[src/rtl/usb4_lane_pkg.sv]
// rtl/usb4_lane_pkg.sv - shared constants, state enum and LFSR helper for the lane distributor
package usb4_lane_pkg;

  localparam logic [3:0] D_SEL_TL   = 4'd8;
  localparam logic [3:0] D_SEL_IDLE = 4'd9;

  localparam logic [1:0] GEN4     = 2'd0;
  localparam logic [1:0] GEN3     = 2'd1;
  localparam logic [1:0] GEN2     = 2'd2;
  localparam logic [1:0] GEN_RSVD = 2'd3;

  localparam int BLK_LEN_GEN2 = 8;
  localparam int BLK_LEN_GEN3 = 16;
  localparam int OS_LEN_GEN4  = 8;

  localparam logic [22:0] SEED_LANE0 = 23'h1DBFBC;
  localparam logic [22:0] SEED_LANE1 = 23'h0607BB;
  // x^23 + x^21 + x^16 + x^8 + x^5 + x^2 + 1, Galois form with x^23 implied
  localparam logic [22:0] LFSR_TAPS  = 23'h210125;

  typedef enum logic [1:0] {ST_IDLE, ST_TL_BLK, ST_OS_BLK} lane_state_e;

  typedef struct packed {
    logic [22:0] state;
    logic [7:0]  key;
  } lfsr_step_t;

  function automatic logic [3:0] blk_last(input logic [1:0] spd, input logic is_os);
    case (spd)
      GEN3:    return 4'(BLK_LEN_GEN3 - 1);
      GEN2:    return 4'(BLK_LEN_GEN2 - 1);
      default: return is_os ? 4'(OS_LEN_GEN4 - 1) : 4'd0;
    endcase
  endfunction

  // Key bit i is the MSB before step i; eight steps per byte.
  function automatic lfsr_step_t lfsr_advance8(input logic [22:0] s);
    lfsr_step_t r;
    r.state = s;
    r.key   = '0;
    for (int i = 0; i < 8; i++) begin
      r.key[i] = r.state[22];
      r.state  = {r.state[21:0], 1'b0} ^ (r.state[22] ? LFSR_TAPS : 23'd0);
    end
    return r;
  endfunction

endpackage

[src/rtl/lane_distributor_if.sv]
// rtl/lane_distributor_if.sv - transport, ordered-set and lane output bundle of the lane distributor
interface lane_distributor_if;
  logic        link_en;
  logic [1:0]  gen_speed_in;
  logic [15:0] tl_data;
  logic        tl_valid;
  logic        tl_ready;
  logic        os_req;
  logic [3:0]  os_sel;
  logic [63:0] os_payload;
  logic        os_ack;
  logic [7:0]  lane_0_tx;
  logic [7:0]  lane_1_tx;
  logic [3:0]  d_sel;
  logic [1:0]  gen_speed;
  logic        enable;
  logic        block_start;
  logic        tl_fill;

  modport master (
    output link_en, gen_speed_in, tl_data, tl_valid, os_req, os_sel, os_payload,
    input  tl_ready, os_ack, lane_0_tx, lane_1_tx, d_sel, gen_speed, enable, block_start, tl_fill
  );

  modport slave (
    input  link_en, gen_speed_in, tl_data, tl_valid, os_req, os_sel, os_payload,
    output tl_ready, os_ack, lane_0_tx, lane_1_tx, d_sel, gen_speed, enable, block_start, tl_fill
  );
endinterface

[src/rtl/lane_scrambler.sv]
// rtl/lane_scrambler.sv - one 23-bit lane LFSR, byte-wide advance with reseed
module lane_scrambler
  import usb4_lane_pkg::*;
#(
  parameter logic [22:0] SEED = SEED_LANE0
) (
  input  logic       enc_clk,
  input  logic       rst,
  input  logic       reseed_i,
  input  logic       adv_i,
  output logic [7:0] key_o
);

  logic [22:0] lfsr_q, lfsr_d;
  lfsr_step_t  step;

  always_comb begin
    step   = lfsr_advance8(lfsr_q);
    key_o  = step.key;
    lfsr_d = lfsr_q;
    if (reseed_i)   lfsr_d = SEED;
    else if (adv_i) lfsr_d = step.state;
  end

  always_ff @(posedge enc_clk or negedge rst) begin
    if (!rst) lfsr_q <= SEED;
    else      lfsr_q <= lfsr_d;
  end

endmodule

[src/rtl/lane_distributor.sv]
// rtl/lane_distributor.sv - stripes transport words over two lanes with Gen2/Gen3/Gen4 block framing
// Per-lane scrambling of transport bytes is present only when LANE_SCRAMBLER_EN is defined.
module lane_distributor
  import usb4_lane_pkg::*;
(
  input  logic              enc_clk,
  input  logic              rst,
  lane_distributor_if.slave lane_if
);

  lane_state_e state_q, state_d;
  logic [3:0]  cnt_q, cnt_d;
  logic [63:0] pay_q, pay_d;
  logic [3:0]  sel_q, sel_d;
  logic [7:0]  lane0_q, lane0_d, lane1_q, lane1_d;
  logic [3:0]  d_sel_q, d_sel_d;
  logic [1:0]  gen_speed_q, gen_speed_d;
  logic        enable_q, enable_d;
  logic        block_start_q, block_start_d;
  logic        tl_fill_q, tl_fill_d;

  logic        active, boundary, os_go, is_tl;
  lane_state_e blk;
  logic [1:0]  spd;
  logic [63:0] pay_cur;
  logic [3:0]  sel_cur;
  logic [7:0]  os_byte, key0, key1;

  // cnt_q == 0 is the boundary: the byte issued now opens a new block.
  assign active   = lane_if.link_en && (lane_if.gen_speed_in != GEN_RSVD);
  assign boundary = (cnt_q == 4'd0);
  assign os_go    = lane_if.os_req && !lane_if.os_sel[3];
  assign blk      = boundary ? (os_go ? ST_OS_BLK : ST_TL_BLK) : state_q;
  assign spd      = boundary ? lane_if.gen_speed_in : gen_speed_q;
  assign pay_cur  = boundary ? lane_if.os_payload : pay_q;
  assign sel_cur  = boundary ? lane_if.os_sel : sel_q;
  assign os_byte  = pay_cur[{cnt_q[2:0], 3'b000} +: 8];
  assign is_tl    = active && (blk == ST_TL_BLK);

`ifdef LANE_SCRAMBLER_EN
  logic scr_reseed, scr_adv;
  assign scr_reseed = !active;
  assign scr_adv    = is_tl;

  lane_scrambler #(.SEED(SEED_LANE0)) u_scr_lane0 (
    .enc_clk(enc_clk), .rst(rst), .reseed_i(scr_reseed), .adv_i(scr_adv), .key_o(key0)
  );
  lane_scrambler #(.SEED(SEED_LANE1)) u_scr_lane1 (
    .enc_clk(enc_clk), .rst(rst), .reseed_i(scr_reseed), .adv_i(scr_adv), .key_o(key1)
  );
`else
  assign key0 = 8'h00;
  assign key1 = 8'h00;
`endif

  always_comb begin
    state_d       = ST_IDLE;
    cnt_d         = 4'd0;
    pay_d         = pay_q;
    sel_d         = sel_q;
    lane0_d       = 8'h00;
    lane1_d       = 8'h00;
    d_sel_d       = D_SEL_IDLE;
    gen_speed_d   = GEN4;
    enable_d      = 1'b0;
    block_start_d = 1'b0;
    tl_fill_d     = 1'b0;
    if (active) begin
      state_d       = blk;
      cnt_d         = (cnt_q == blk_last(spd, blk == ST_OS_BLK)) ? 4'd0 : cnt_q + 4'd1;
      gen_speed_d   = spd;
      enable_d      = 1'b1;
      block_start_d = boundary;
      if (boundary && os_go) begin
        pay_d = lane_if.os_payload;
        sel_d = lane_if.os_sel;
      end
      if (blk == ST_OS_BLK) begin
        lane0_d = os_byte;
        lane1_d = os_byte;
        d_sel_d = sel_cur;
      end else begin
        lane0_d   = (lane_if.tl_valid ? lane_if.tl_data[7:0]  : 8'h00) ^ key0;
        lane1_d   = (lane_if.tl_valid ? lane_if.tl_data[15:8] : 8'h00) ^ key1;
        d_sel_d   = D_SEL_TL;
        tl_fill_d = !lane_if.tl_valid;
      end
    end
  end

  always_ff @(posedge enc_clk or negedge rst) begin
    if (!rst) begin
      state_q       <= ST_IDLE;
      cnt_q         <= 4'd0;
      pay_q         <= '0;
      sel_q         <= 4'd0;
      lane0_q       <= 8'h00;
      lane1_q       <= 8'h00;
      d_sel_q       <= D_SEL_IDLE;
      gen_speed_q   <= GEN4;
      enable_q      <= 1'b0;
      block_start_q <= 1'b0;
      tl_fill_q     <= 1'b0;
    end else begin
      state_q       <= state_d;
      cnt_q         <= cnt_d;
      pay_q         <= pay_d;
      sel_q         <= sel_d;
      lane0_q       <= lane0_d;
      lane1_q       <= lane1_d;
      d_sel_q       <= d_sel_d;
      gen_speed_q   <= gen_speed_d;
      enable_q      <= enable_d;
      block_start_q <= block_start_d;
      tl_fill_q     <= tl_fill_d;
    end
  end

  // Handshakes are combinational so ack/ready land in the sampling cycle; held low in reset.
  assign lane_if.tl_ready    = rst && is_tl;
  assign lane_if.os_ack      = rst && active && boundary && os_go;
  assign lane_if.lane_0_tx   = lane0_q;
  assign lane_if.lane_1_tx   = lane1_q;
  assign lane_if.d_sel       = d_sel_q;
  assign lane_if.gen_speed   = gen_speed_q;
  assign lane_if.enable      = enable_q;
  assign lane_if.block_start = block_start_q;
  assign lane_if.tl_fill     = tl_fill_q;

endmodule

[src/flat_wrapper.sv]
// flat-port wrapper written by rule: the top's interface ports become plain ports
module lane_distributor_flat import usb4_lane_pkg::*;
  (enc_clk, rst, lane_if_link_en, lane_if_gen_speed_in, lane_if_tl_data, lane_if_tl_valid, lane_if_os_req, lane_if_os_sel, lane_if_os_payload, lane_if_tl_ready, lane_if_os_ack, lane_if_lane_0_tx, lane_if_lane_1_tx, lane_if_d_sel, lane_if_gen_speed, lane_if_enable, lane_if_block_start, lane_if_tl_fill);
  lane_distributor_if lane_if_i ();
  input  logic enc_clk;
  input  logic rst;
  input wire logic [$bits(lane_if_i.link_en)-1:0] lane_if_link_en;
  input wire logic [$bits(lane_if_i.gen_speed_in)-1:0] lane_if_gen_speed_in;
  input wire logic [$bits(lane_if_i.tl_data)-1:0] lane_if_tl_data;
  input wire logic [$bits(lane_if_i.tl_valid)-1:0] lane_if_tl_valid;
  input wire logic [$bits(lane_if_i.os_req)-1:0] lane_if_os_req;
  input wire logic [$bits(lane_if_i.os_sel)-1:0] lane_if_os_sel;
  input wire logic [$bits(lane_if_i.os_payload)-1:0] lane_if_os_payload;
  output wire logic [$bits(lane_if_i.tl_ready)-1:0] lane_if_tl_ready;
  output wire logic [$bits(lane_if_i.os_ack)-1:0] lane_if_os_ack;
  output wire logic [$bits(lane_if_i.lane_0_tx)-1:0] lane_if_lane_0_tx;
  output wire logic [$bits(lane_if_i.lane_1_tx)-1:0] lane_if_lane_1_tx;
  output wire logic [$bits(lane_if_i.d_sel)-1:0] lane_if_d_sel;
  output wire logic [$bits(lane_if_i.gen_speed)-1:0] lane_if_gen_speed;
  output wire logic [$bits(lane_if_i.enable)-1:0] lane_if_enable;
  output wire logic [$bits(lane_if_i.block_start)-1:0] lane_if_block_start;
  output wire logic [$bits(lane_if_i.tl_fill)-1:0] lane_if_tl_fill;
  assign lane_if_i.link_en = lane_if_link_en;
  assign lane_if_i.gen_speed_in = lane_if_gen_speed_in;
  assign lane_if_i.tl_data = lane_if_tl_data;
  assign lane_if_i.tl_valid = lane_if_tl_valid;
  assign lane_if_i.os_req = lane_if_os_req;
  assign lane_if_i.os_sel = lane_if_os_sel;
  assign lane_if_i.os_payload = lane_if_os_payload;
  assign lane_if_tl_ready = lane_if_i.tl_ready;
  assign lane_if_os_ack = lane_if_i.os_ack;
  assign lane_if_lane_0_tx = lane_if_i.lane_0_tx;
  assign lane_if_lane_1_tx = lane_if_i.lane_1_tx;
  assign lane_if_d_sel = lane_if_i.d_sel;
  assign lane_if_gen_speed = lane_if_i.gen_speed;
  assign lane_if_enable = lane_if_i.enable;
  assign lane_if_block_start = lane_if_i.block_start;
  assign lane_if_tl_fill = lane_if_i.tl_fill;
  lane_distributor u_core (.enc_clk(enc_clk), .rst(rst), .lane_if(lane_if_i));
endmodule
[config.mk]
export PLATFORM = sky130hd
export DESIGN_NAME = lane_distributor_flat
export DESIGN_NICKNAME = d
export VERILOG_FILES = /design/src/rtl/usb4_lane_pkg.sv /design/src/rtl/lane_distributor_if.sv /design/src/rtl/lane_scrambler.sv /design/src/rtl/lane_distributor.sv /design/src/flat_wrapper.sv
export SDC_FILE = /design/constraint.sdc
export NUM_CORES = 1
export LEC_CHECK = 0
export CORE_MARGIN = 2
export CORE_UTILIZATION = 54
export DETAILED_ROUTE_END_ITERATION = 10
export PLACE_DENSITY_LB_ADDON = 0.12
export SYNTH_ARGS = -nofsm -noshare
export SYNTH_HDL_FRONTEND = slang
export SYNTH_HIERARCHICAL = 1
export SYNTH_SLANG_ARGS = --single-unit
[constraint.sdc]
create_clock -name enc_clk -period 9.45 [get_ports enc_clk]
set_clock_uncertainty 0.15 [all_clocks]
set_input_delay 1.89 -clock enc_clk [delete_from_list [all_inputs] [get_ports enc_clk]]
set_output_delay 1.89 -clock enc_clk [all_outputs]
set_load 0.005 [all_outputs]
# [After elaboration in Yosys (flattened, before gate mapping)]
# Index checks and enable logic that the tools add are counted.
[op_classes] addsub=1 eq_ne=6 n_shift=1 muxes=24 reduce_logical=12
[ops] operator="$mux 64" count=1
[ops] operator="$shiftx 64x7->8" count=1
[ops] operator="$mux 8" count=6
[ops] operator="$mux 4" count=6
[ops] operator="$mux 2" count=5
[ops] operator="$logic_and 1x1->1" count=8
[ops] operator="$pmux 4 s2" count=1
[ops] operator="$add 4x1->4 const B" count=1
[ops] operator="$eq 2x1->1 const B" count=2
[ops] operator="$eq 2x2->1 const B" count=2
[ops] operator="$eq 4x4->1" count=1
[ops] operator="$logic_not 4->1" count=1
[ops] operator="$mux 1" count=4
[ops] operator="$mux 3" count=1
[ops] operator="$logic_not 1->1" count=2
[ops] operator="$ne 2x2->1 const B" count=1
[ops] operator="$reduce_and 2->1" count=1
[word_totals] register_bits=99 in_bits=91 output_inout_bits=27

# [Longest topological paths before layout]
# Gate-level depths: netlist of run 1.
[logic_depth] ltp_word=11 depth_mapped=15 depth_no_buf=10

# [Worst setup path before layout of run 1]
# OpenSTA, ideal clock, no wires.
[synth_path] kind="input port to output port" from="in lane_if_gen_speed_in[0]" to="out lane_if_os_ack" arrival_time_ns=2.644 slack_ns=4.766 stages=5 n_path_buf=1 cell_sequence="nand2_1 > nand2_1 > clkbuf_1 > nor2_1 > and3_1"
[synth_between] elab_chain_cells=5
[synth_lines] item="start: declaration" line_no="flat_wrapper.sv:8" source="input wire logic [$bits(lane_if_i.gen_speed_in)-1:0] lane_if_gen_speed_in;"
[synth_lines] item="$ne 2x2->1" line_no="lane_distributor.sv:30" source="assign active = lane_if.link_en && (lane_if.gen_speed_in != GEN_RSVD);"
[synth_lines] item="$logic_and 1x1->1" line_no="lane_distributor.sv:30"
[synth_lines] item="$logic_and 1x1->1 (3 in series)" line_no="lane_distributor.sv:121" source="assign lane_if.os_ack = rst && active && boundary && os_go;"
[synth_lines] item="end: declaration" line_no="flat_wrapper.sv:15" source="output wire logic [$bits(lane_if_i.os_ack)-1:0] lane_if_os_ack;"
# Every way passes these cells.

# [Worst setup path after layout of run 1]
[layout_path] from="in lane_if_gen_speed_in[1]" to="out lane_if_tl_ready"
[layout_between] elab_chain_cells=4
[layout_lines] item="$ne 2x2->1" line_no="lane_distributor.sv:30"
[layout_lines] item="$logic_and 1x1->1" line_no="lane_distributor.sv:30"
[layout_lines] item="via u_core.active" line_no="lane_distributor.sv:22" source="logic active, boundary, os_go, is_tl;"
[layout_lines] item="$logic_and 1x1->1" line_no="lane_distributor.sv:38" source="assign is_tl = active && (blk == ST_TL_BLK);"
[layout_lines] item="$logic_and 1x1->1" line_no="lane_distributor.sv:120" source="assign lane_if.tl_ready = rst && is_tl;"
[layout_lines] item="end: declaration" line_no="flat_wrapper.sv:14" source="output wire logic [$bits(lane_if_i.tl_ready)-1:0] lane_if_tl_ready;"
# The timed path passes the listed nets, and every way through them passes these cells.

==> impl_metrics.ini, run 1 <==
[worst_setup_path]
cp-start-kind = input port
r2r_end = u_core/cnt_q[0]
arrival_ns = 4.18
worstPathCellList = clkdlybuf4s50_1, nand2_1, nand2_1, inv_1, o21ai_1, a21oi_1, and4_1, clkdlybuf4s50_1
crit_buf_inv = 3
slowest_delay_ns = 0.50
path_max_fanout = 16
startpoint = lane_if_gen_speed_in[1]
r2r-start = u_core/cnt_q[1]
r2r_setup_slack_ns = 5.83
cp-end-kind = output pin
path_class = input port to output pin
rr_worst_depth = 10
slowest_stage = clkdlybuf4s50_1
crit_end = lane_if_tl_ready
cpLargestDelayFamily = buffers and inverters
cp_num_cells = 8
critical_path_required_ns = 7.41

[final_layout]
nets = 607
diodes = 0
final_cell_count_no_fill = 629
design_area_um2 = 6540
syn_to_final_growth_pct = 28.0
final_layout_size_suffix_gt1_frac = 0.216

[clock_tree]
numCtsBuffers = 9
clk_path_buf_depth = 2
post-cts-setup-buffers = 0
clkTransAtPathRegs_ns = 0.08
holdBufCountCts = 0
ctsResizeCount = 0
cts_tree = yes
htreeDepth = 3
clkLatencyLatePin_ns = 0.36
cts_sinks = 99
cts-root-buf = clkbuf_8

[die]
io_pins = 118
initial_utilization = 0.556
fp.dieArea_um2 = 10300
die_w_um = 101
die_h_um = 101
num_rows = 35
core_area_um2 = 9200

[worst_hold_path]
holdCritStartpoint = u_core/pay_q[39]
hp-class = flop to flop

[synth]
async_reset_ff_frac = 1.00
synth_top_area_frac = 0.475
synth_compound_area_frac = 0.0554
synth-xor-area-share = 0.00514
synth_area_leaders = dfrtp_1 (48%), mux2_2 (15%), mux2i_1 (9.6%), mux4_2 (3.5%), a21oi_1 (2.4%)
ys_ff_latch = 99
netlist_instances = 412
synth_common_cells = dfrtp_1 (97), mux2_2 (68), mux2i_1 (49)
synth_top_area_cell = dfrtp_1
synthAdderAreaFrac = 0.00735
yosysSeqAreaShare = 0.485
synth_most_common_cell = dfrtp_1
syn_nets = 506
synth_edf_count = 0
postSynthAreaPerCell_um2 = 12.4
ys_dominant_reg_cell = dfrtp_1
syn_area_um2 = 5110
yosys_warnings = 6
synth_top_family_by_area = multiplexers
synth_mux_area_frac = 0.286
synthSimpleGateAreaFrac = 0.128
synth_cell_types = 39

[route]
drt-met1-wl_um = 5090
met3_length_um = 711
dr.pass1.iters = 4
wl_met2_um = 6060
ant_nets = 0
finalWirelength_um = 12000
drt_iter0_markers = 142
drc = 0
top_layer_used = met4
wire_per_inst_um = 19.1
viasPerCell = 5.89
vias = 3702

[placement]
dpl_cell_area_um2 = 6300
gp_congestion = 0.822
dp.cells = 613
dp_hpwl_um = 8290
io_buffers = 117
post-place-ws_ns = 3.22

[grt]
first_global_vias = 3843
gr-total-overflow = 0
track_usage = 0.244
antenna_found_initial = 0
grt_pass1_wl_um = 19100
grt_max_degree = 86

[timing]
tightest_slew_ns = 1.29
setup_tns_ns = 0
maxSlewViolCount = 0
setup_slack_ns = 3.23
rsz0062_at_grt = false
max_freq_ghz = 0.161
min_period_ns = 6.22
relSlewSlack = 0.139
finalCritPeriodShare = 0.658
finalSetupViolations = 0
hold_viol_final = 0

[power_and_ir_drop]
p_total_mw = 1.74
cellPowerDensity_nw_per_um2 = 266
power.leakage_nw = 2.70
ir_drop_v = 0.000142

[run_status]
status = finished, final reports clean

[job]
maxCapViolations = 0
## per-stage QoR
stage | hold slack [ns] | util
floorplan | 0.298 | -
global placement | 0.326 | 0.685
detailed placement | 0.336 | 0.685
CTS | 0.356 | 0.711
global route | 0.368 | 0.711
finish | 0.356 | 0.711
## cell type report
cell class,instances,area (µm²)
Clock buffer,12,145
Clock inverter,4,98.8
Fill cell,666,2660
Inverter,3,11.3
Multi-Input combinational cell,280,2470
Sequential cell,99,2480
Tap cell,111,139
Timing Repair Buffer,120,1190
## cell families (layout without fill, tap and decap cells)
kind of cell               count (synthesis)  in the layout
muxes                                    126            126
DFF                                       99             99
and+or+nand+nor                          104            104
buffers and inverters                     33            139
AOI/OAI and AO/OA                         44             44
xor gates and xnor gates                   3              3
adders and majority gates                  3              3
## metal layers
layer	global-route usage	up-vias
met5	0	-
met1	0.318	1845
li1	-	1710
met4	0.0665	0
met3	0.0518	13
met2	0.417	134
## power by group
group	leakage, nW	internal, mW	total [mW]	switching (mW)
sequential	1.22	0.587	0.726	0.139
clock	0.121	0.184	0.326	0.142
combinational	1.36	0.411	0.687	0.276
## how the worst min path moves through the flow
stage                             endpoint  cells after the start
final                     u_core/pay_q[39]                      1
after global routing      u_core/pay_q[37]                      1
after global placement     u_core/sel_q[3]                      1
after detailed placement  u_core/pay_q[37]                      1
after floorplan            u_core/sel_q[3]                      1
after CTS                 u_core/pay_q[37]                      1
## registers in the layout (all words and copies together) (netlist names)
name	cells
u_core/lane_if.d_sel	4
u_core/lane_if.block_start	1
u_core/lane_if.tl_fill	1
u_core/lane_if.lane_1_tx	8
u_core/pay_q	64
u_core/lane_if.gen_speed	2
u_core/lane_if.enable	1
u_core/cnt_q	4
u_core/sel_q	4
u_core/state_q	2
u_core/lane_if.lane_0_tx	8
## layout by cell type, fill, tap and decap left out, types with 4 or more instances in the layout
cell type          n
nand2_1           25
nor4_2             4
nand2b_1          16
nor2b_1           10
mux2i_1           49
mux4_2             8
buf_4              4
dfrtp_1           96
nand3_1            9
clkbuf_8          10
mux2_2            68
clkdlybuf4s50_1  116
a211oi_1           8
nor3b_2            8
a21oi_1           24
a41o_1             8
nor3_1             9
nor4_1            12
Note: power is estimated with default switching activity, not from simulation.
==> inputs of run 2 (changes only) <==
--- a/config.mk
+++ b/config.mk
@@ -6,7 +6,7 @@
 export NUM_CORES = 1
 export LEC_CHECK = 0
 export CORE_MARGIN = 2
-export CORE_UTILIZATION = 54
+export CORE_UTILIZATION = 51
 export DETAILED_ROUTE_END_ITERATION = 10
 export PLACE_DENSITY_LB_ADDON = 0.12
 export SYNTH_ARGS = -nofsm -noshare
==> constraint.sdc (replaced) <==
create_clock -name enc_clk -period 6.4 [get_ports enc_clk]
set_clock_uncertainty 0.15 [all_clocks]
set_input_delay 1.28 -clock enc_clk [delete_from_list [all_inputs] [get_ports enc_clk]]
set_output_delay 1.28 -clock enc_clk [all_outputs]
set_load 0.005 [all_outputs]
==> impl_metrics.ini, run 2 (synthesis results as in run 1) <==
[run_status]
status = finished, final reports clean

[final_layout]
syn_to_final_growth_pct = 28.3
regArea_um2 = 2480
layout_common_cells = clkdlybuf4s50_1 (116), dfrtp_1 (96), mux2_2 (68)
diodes = 0
layout_commonest_cell = clkdlybuf4s50_1
design_area_um2 = 6560
final_util = 0.674
fill_cells = 762
multi_input_area_um2 = 2470
final_cell_count_no_fill = 652
final_layout_size_suffix_gt1_frac = 0.222
largest_reg_flops = 64
nets = 608
regMostFlops = u_core/pay_q

[die]
die_h_um = 104
fp.dieArea_um2 = 10800
io_pins = 118
initial_utilization = 0.525
num_rows = 36
die_w_um = 104
core_area_um2 = 9730

[worst_setup_path]
rr_worst_depth = 6
arrival_ns = 3.53
r2r-start = u_core/cnt_q[0]
path_class = input port to output pin
path_max_fanout = 16
r2r_end = u_core/pay_q[16]
r2r_setup_slack_ns = 2.76
cp-end-kind = output pin
critical_path_required_ns = 4.97
cp-start-kind = input port

[placement]
io_buffers = 117
dpl_cell_area_um2 = 6330
post-place-ws_ns = 1.46
dp_hpwl_um = 8080
dp.cells = 636
gp_congestion = 0.801

[route]
ant_nets = 0
finalWirelength_um = 11700
wire_per_inst_um = 18.0
drc = 0
vias = 3594
drt_iter0_markers = 151
viasPerCell = 5.51
dr.pass1.iters = 4

[grt]
gr-total-overflow = 0
grt_pass1_wl_um = 19600
grt_max_degree = 86
track_usage = 0.227
first_global_vias = 3831
antenna_found_initial = 0

[worst_hold_path]
holdPathStages = 1
holdCritStartpoint = u_core/sel_q[3]
min_to = u_core/sel_q[3]
hp-class = flop to flop

[timing]
finalSetupViolations = 0
finalCritPeriodShare = 0.774
whs_ns = 0.355
max_freq_ghz = 0.202
setup_slack_ns = 1.44
min_period_ns = 4.96
maxSlewViolCount = 0
hold_viol_final = 0
rsz0062_at_grt = false
relSlewSlack = 0.333
tightest_slew_ns = 1.00
setup_tns_ns = 0

[clock_tree]
htreeDepth = 3
clk_path_buf_depth = 2
post-cts-setup-buffers = 0
clkTransAtPathRegs_ns = 0.09
holdBufCountCts = 0
cts_sinks = 99
numCtsBuffers = 9
cts-root-buf = clkbuf_8
ctsResizeCount = 0
clkLatencyLatePin_ns = 0.37
cts_tree = yes

[power_and_ir_drop]
power.leakage_nw = 2.70
p_total_mw = 2.53
cellPowerDensity_nw_per_um2 = 386
ir_drop_v = 0.000175

[job]
maxCapViolations = 0
==> run 2: cell types whose count changed in the layout (fill, tap and decap cells not counted), sizes merged <==
cell,before,now
clkbuf,12,10
inv,2,3
bufinv,3,2
buf,4,5
clkinv,2,4
==> run 2: layout make-up <==
cell class / instances / area share
clock inverters: 6 / 0.0134
repair buffers: 121 / 0.183
flip-flops and latches: 99 / 0.379
clock buffers: 10 / 0.0210
well taps: 133 / 0.0254
inverters: 3 / 0.00172
multi-input cells: 280 / 0.377
==> run 2: worst max-delay path, stage by stage <==
cell	delay [ns]
clkdlybuf4s50_1	0.42
nand2_1	0.07
nand2_1	0.33
inv_1	0.37
o21ai_1	0.11
a21oi_1	0.20
and4_1	0.24
clkdlybuf4s50_1	0.50
==> run 2: where the power goes <==
part | internal, mW | switching, mW | leakage [nW] | total, mW
combinational | 0.607 | 0.399 | 1.36 | 1.01
sequential | 0.866 | 0.207 | 1.22 | 1.07
clock | 0.232 | 0.221 | 0.117 | 0.453
total | 1.70 | 0.827 | 2.70 | 2.53
==> run 2: worst max path at each step <==
| stage | endpoint | slack, ns | cells after the start | start |
|---|---|---|---|---|
| floorplan | lane_if_tl_ready | 2.70 | 10 | u_core/cnt_q[0] |
| global placement | lane_if_tl_ready | 1.59 | 8 | lane_if_gen_speed_in[0] |
| CTS | lane_if_tl_ready | 1.45 | 8 | lane_if_gen_speed_in[0] |
| global route | lane_if_tl_ready | 1.23 | 8 | lane_if_gen_speed_in[0] |
| detailed placement | lane_if_tl_ready | 1.46 | 8 | lane_if_gen_speed_in[0] |
| finish | lane_if_tl_ready | 1.44 | 8 | lane_if_gen_speed_in[0] |
==> run 2: routing by layer <==
metal  GRT usage  up-vias  share of wire
met5           0        -              0
met4      0.0936        0          0.025
li1            -     1714              -
met2       0.370      115           0.48
met1       0.303     1744           0.44
met3      0.0388       21          0.054
